$ cat config.mk
export PLATFORM = sky130hd
export DESIGN_NAME = ex_hazard_ctrl
export DESIGN_NICKNAME = d
export VERILOG_FILES = /design/src/rtl/ex_hazard_ctrl.sv
export SDC_FILE = /design/constraint.sdc
export NUM_CORES = 1
export LEC_CHECK = 0
export BUFFER_PORTS_ARGS = -buffer_cell sky130_fd_sc_hd__buf_2
export CORE_MARGIN = 5
export CORE_UTILIZATION = 39
export CTS_BUF_LIST = sky130_fd_sc_hd__clkbuf_4 sky130_fd_sc_hd__clkbuf_8
export CTS_CLUSTER_DIAMETER = 30
export CTS_CLUSTER_SIZE = 16
export DETAILED_ROUTE_END_ITERATION = 7
export PLACE_DENSITY = 0.81
export REMOVE_ABC_BUFFERS = 1
export SYNTH_ARGS = -nofsm -noshare
export SYNTH_HDL_FRONTEND = slang
export SYNTH_SLANG_ARGS = --single-unit
$ cat constraint.sdc
create_clock -name clk -period 1.6 [get_ports clk]
set_clock_uncertainty 0.15 [all_clocks]
set_input_delay 0.08 -clock clk [delete_from_list [all_inputs] [get_ports clk]]
set_output_delay 0.08 -clock clk [all_outputs]
set_load 0.1 [all_outputs]
$ cat src/rtl/ex_hazard_ctrl.sv
// Execute-stage hazard controller: shadow EX/MEM/WB state, forwarding selects, load-use stall, mispredict flush.
// Optional HAZARD_STATS_EN adds saturating stall/flush counters.
module ex_hazard_ctrl #(
  parameter int REG_BITS = 5,
  parameter int CNT_W    = 32
) (
  input  logic                clk,
  input  logic                reset,
  input  logic                id_valid,
  input  logic [REG_BITS-1:0] id_rs,
  input  logic [REG_BITS-1:0] id_rt,
  input  logic                id_useRs,
  input  logic                id_useRt,
  input  logic [REG_BITS-1:0] id_rd,
  input  logic                id_regWrite,
  input  logic                id_memRead,
  input  logic                id_branch,
  input  logic                id_predTaken,
  input  logic                taken,
  output logic [1:0]          forwardA,
  output logic [1:0]          forwardB,
  output logic                stall,
  output logic                flush,
  output logic                mispredict,
  output logic                redirectTaken,
  output logic [CNT_W-1:0]    stallCount,
  output logic [CNT_W-1:0]    flushCount
);

  typedef struct packed {
    logic                valid;
    logic [REG_BITS-1:0] rd;
    logic                reg_write;
    logic                mem_read;
    logic                branch;
    logic                pred_taken;
  } stage_t;

  stage_t ex_q, mem_q, wb_q, ex_d;

  logic       ex_prod, mem_prod;
  logic       load_hit, advance;
  logic [1:0] fwd_a_d, fwd_b_d;

  assign ex_prod  = ex_q.valid && ex_q.reg_write && (ex_q.rd != '0);
  assign mem_prod = mem_q.valid && mem_q.reg_write && (mem_q.rd != '0);

  assign load_hit = ex_q.valid && ex_q.mem_read && (ex_q.rd != '0) && id_valid &&
                    ((id_useRs && (id_rs == ex_q.rd)) ||
                     (id_useRt && (id_rt == ex_q.rd)));

  assign mispredict    = ex_q.valid && ex_q.branch && (taken != ex_q.pred_taken);
  assign flush         = mispredict;
  assign stall         = load_hit && !mispredict;
  assign redirectTaken = taken;
  assign advance       = id_valid && !stall && !flush;

  // EX outranks MEM: the newest producer of a register wins.
  always_comb begin
    fwd_a_d = 2'b00;
    fwd_b_d = 2'b00;
    if (advance && id_useRs) begin
      if (ex_prod && (ex_q.rd == id_rs))
        fwd_a_d = 2'b10;
      else if (mem_prod && (mem_q.rd == id_rs))
        fwd_a_d = 2'b01;
    end
    if (advance && id_useRt) begin
      if (ex_prod && (ex_q.rd == id_rt))
        fwd_b_d = 2'b10;
      else if (mem_prod && (mem_q.rd == id_rt))
        fwd_b_d = 2'b01;
    end
  end

  always_comb begin
    ex_d = '0;
    if (advance) begin
      ex_d.valid      = 1'b1;
      ex_d.rd         = id_rd;
      ex_d.reg_write  = id_regWrite;
      ex_d.mem_read   = id_memRead;
      ex_d.branch     = id_branch;
      ex_d.pred_taken = id_predTaken;
    end
  end

  always_ff @(posedge clk) begin
    if (reset) begin
      ex_q     <= '0;
      mem_q    <= '0;
      wb_q     <= '0;
      forwardA <= 2'b00;
      forwardB <= 2'b00;
    end else begin
      ex_q     <= ex_d;
      mem_q    <= ex_q;
      wb_q     <= mem_q;
      forwardA <= fwd_a_d;
      forwardB <= fwd_b_d;
    end
  end

  // WB and the tail of MEM are kept for visibility only; nothing reads them.
  logic unused_shadow;
  assign unused_shadow = ^{wb_q, mem_q.mem_read, mem_q.branch, mem_q.pred_taken};

`ifdef HAZARD_STATS_EN
  always_ff @(posedge clk) begin
    if (reset) begin
      stallCount <= '0;
      flushCount <= '0;
    end else begin
      if (stall && (stallCount != '1))
        stallCount <= stallCount + 1'b1;
      if (flush && (flushCount != '1))
        flushCount <= flushCount + 1'b1;
    end
  end
`else
  assign stallCount = '0;
  assign flushCount = '0;
`endif

endmodule

==> impl_metrics.csv <==
group,metric,value,unit
route,drt-wirelength-per-cell,10.9,microns
timing,post-route-min-period,1870,ps
floorplan,fp.dieH,70.6,microns
clocking,path_clk_slew,70,ps
worst_setup_path,crit_chain,"or4_4, o21ai_2, nor3_2, o21a_2, buf_12",
min_path,worstHoldPathType,"input pin to register",
pwr,clockPowerShare,0.199,
min_path,hold_depth,5,
route,ant_nets,0,
yosys,synth_area,0.00143,sq mm
pwr,pwr-share-seq,0.312,
clocking,cts_buffer_depth,2,
grt,first_global_vias,1093,
timing,timing.final.hold_violations,0,
grt,grt_max_degree,12,
yosys,synth_top_family_by_area,"buffers and inverters",
yosys,synth_seq_area_share,0.294,
min_path,hold_start,"id_rt[3]",
yosys,synthAdderAreaFrac,0,
pwr,worst_ir_drop_vdd,593,uV
worst_setup_path,cp-end-kind,"output pin",
worst_setup_path,critPathKind,"register to output pin",
timing,setup_violations,14,
route,dr.first_iter.drc_count,24,
timing,worst_slack,-273,ps
worst_setup_path,cp_slowest_stage_delay,540,ps
worst_setup_path,worstReg2RegEnd,"forwardA[0]",
floorplan,start_util,0.397,
route,vias,1109,
yosys,synth_top_cell_by_area,"buf_4",
floorplan,die_w,70.6,microns
pwr,p_total,1.76,mW
pwr,p_sw_frac,0.519,
yosys,synth-seq-cells,21,
worst_setup_path,rrSetupSlack,-240,ps
yosys,synth-simple-area-share,0.188,
route,drtPass1Iterations,4,
grt,antenna_found_initial,0,
clocking,cts-root-buf,"clkbuf_8",
route,drcViolationCount,0,
worst_setup_path,start_kind,"register",
yosys,synth_cells,169,
clocking,cts_inserted_buffers,3,
run_status,status,"complete, but fails checks",
yosys,async_flop_share,0,
worst_setup_path,r2r-start,"ex_q[5]",
yosys,synth_compound_area_frac,0.0341,
worst_setup_path,required,1370,ps
pwr,power.internal,0.848,mW
place,routabilityCongestion,0.793,
timing,maxSlewViolCount,0,
worst_setup_path,cp.arrival,1640,ps
yosys,synth_top_area_share,0.346,
yosys,ys_top_cells_by_area,"buf_4 (35%), dfxtp_1 (29%), xnor2_1 (8.0%)",
floorplan,placementRows,22,
timing,max_freq,534,MHz
final_layout,fin_cells,285,
place,io_buffers,32,
worst_setup_path,crit_slowest_cell,"or4_4",
worst_setup_path,path_buf_inv,1,
grt,grt_overflow,0,
final_layout,layout.nets,263,
worst_setup_path,startpoint,"ex_q[5]",
worst_setup_path,cp_max_fo,2,
floorplan,die-area,0.00498,sq mm
final_layout,diodes,0,
grt,grt_pass1_wl,4710,microns
run_status,violations,"setup timing",
place,dp_slack,-315,ps
route,viasPerCell,3.89,
yosys,synth.area.mux_share,0,
pwr,power_frac_comb,0.489,
yosys,ys.flop_type,"dfxtp_1",
place,dpl.hpwl,2450,microns
timing,post-route-period-util,1.17,
timing,grt_setup_unrepaired,"yes",
place,numPlacedInstances,265,
floorplan,ioPinCount,97,
clocking,clkLatencyLatePin,260,ps
min_path,whs_endpoint,"forwardB[1]",
yosys,yosysWarningCount,0,
clocking,cts.htree.levels,1,
worst_setup_path,crit_family,"simple AND/OR/NAND/NOR gates",
worst_setup_path,worstRegToRegCells,5,
pwr,switchingPower,0.916,mW
flow_run,drv_cap,0,
final_layout,drive_gt1_frac,0.354,
yosys,synth_xor_area_frac,0.128,
clocking,cts_sinks,21,
yosys,ys_types,24,
grt,groute.usage.overall,0.121,
pwr,total_leakage_power,0.942,nW
clocking,tritoncts,"yes",
route,drt-total-wl,3110,microns
final_layout,area_delta_synth_final,32.6,%
yosys,synth_edf_count,0,
yosys,synth.avg_cell_area,8.47,sq um
pwr,power_density,929,mW/mm^2
floorplan,core,0.00361,sq mm
-- cell usage after synthesis, types with 2 or more instances --
cell,n
nor2b_1,9
and4b_1,2
buf_4,66
nand2_1,13
or4_1,2
nor3_1,3
xor2_1,8
nor2_1,12
nand3_1,5
buf_2,2
nor4_1,2
dfxtp_1,21
xnor2_1,13
-- layout make-up --
type / instances / area (sq um)
Tap cell: 48 / 60.1
Clock buffer: 4 / 48.8
Sequential cell: 21 / 429
Multi-Input combinational cell: 143 / 820
Timing Repair Buffer: 69 / 541
Fill cell: 336 / 1710
-- timing repair --
item | in CTS | in global routing
hold buffers | 12 | 0
setup buffers | 3 | 1
setup endpoints to repair | 15 | 15
gates resized for setup | 18 | 10
pin swaps | 8 | 5
endpoints found under the hold margin | 20 | 0
-- cells in the final DEF (no fill, tap or decap), types with 2 or more instances in the layout --
| master | netlist | final |
|---|---|---|
| conb_1 | 1 | 64 |
| buf_2 | 2 | 29 |
| buf_4 | 66 | 20 |
| dfxtp_1 | 21 | 16 |
| nand2_1 | 13 | 13 |
| dlygate4sd3_1 | 0 | 12 |
| xnor2_1 | 13 | 11 |
| nor2_1 | 12 | 9 |
| nor2b_1 | 9 | 9 |
| xor2_1 | 8 | 8 |
| nand3_1 | 5 | 4 |
| dfxtp_2 | 0 | 4 |
| buf_12 | 0 | 4 |
| buf_6 | 0 | 4 |
| nor2_2 | 0 | 3 |
| nor3_2 | 0 | 3 |
| clkbuf_8 | 0 | 3 |
| xnor2_2 | 0 | 2 |
| or4_4 | 1 | 2 |
| and4b_1 | 2 | 2 |
-- metrics by stage --
stage / hold slack [ps] / instance area (sq um) / setup TNS [ps] / utilization
after detailed placement: 150 / 1590 / -2290 / 0.440
after CTS: 109 / 1850 / -2670 / 0.512
final: 125 / 1900 / -2790 / 0.526
after global routing: 159 / 1900 / -3850 / 0.526
after floorplan: 1.61 / 1160 / -25150 / -
after global placement: 147 / 1590 / -1690 / 0.440
-- worst register-to-register path: cells and delay by family, from the launching register on --
kind | cells | cell delay [ps]
AND/OR/NAND/NOR | 4 | 1090
AO/OA/AOI/OAI | 1 | 230
flip-flops | 1 | 320
-- sequential cells by signal, indices dropped and copies added (netlist names) --
| register | flops |
|---|---|
| ex_q | 10 |
| forwardA | 2 |
| mem_q | 7 |
| forwardB | 2 |
-- cells by family (layout without fill, tap and decap cells) --
family                    Yosys count  after routing
and+or+nand+nor                    52             52
buffers and inverters              68             73
AOI/OAI and AO/OA                   6              6
other                               1             64
xor gates and xnor gates           21             21
DFF                                21             21
-- power by group through the flow --
stage                     clock, mW  sequential [mW]  combinational [mW]
after detailed placement          0            0.561               0.812
after global routing          0.403            0.552               0.889
final                         0.351            0.550               0.863
after floorplan                   0            0.561               0.719
after global placement            0            0.561               0.808
after CTS                     0.365            0.549               0.852
-- worst max path at each step --
stage | end | slack [ps] | depth (start not counted)
2_1_floorplan | forwardA[0] | -1820 | 5
3_5_place_dp | forwardA[0] | -310 | 5
3_3_place_gp | forwardA[0] | -190 | 5
6_report | stall | -270 | 5
5_1_grt | stall | -340 | 5
4_1_cts | stall | -270 | 5
-- per-layer routing --
| layer | track usage | vias to the layer above | wire [microns] |
|---|---|---|---|
| li1 | - | 549 | - |
| met1 | 0.130 | 493 | 1110 |
| met2 | 0.207 | 58 | 1600 |
| met3 | 0.0327 | 9 | 270 |
| met4 | 0.0814 | 0 | 134 |
| met5 | 0 | - | 0 |
Power figures use the tool's default switching activity.
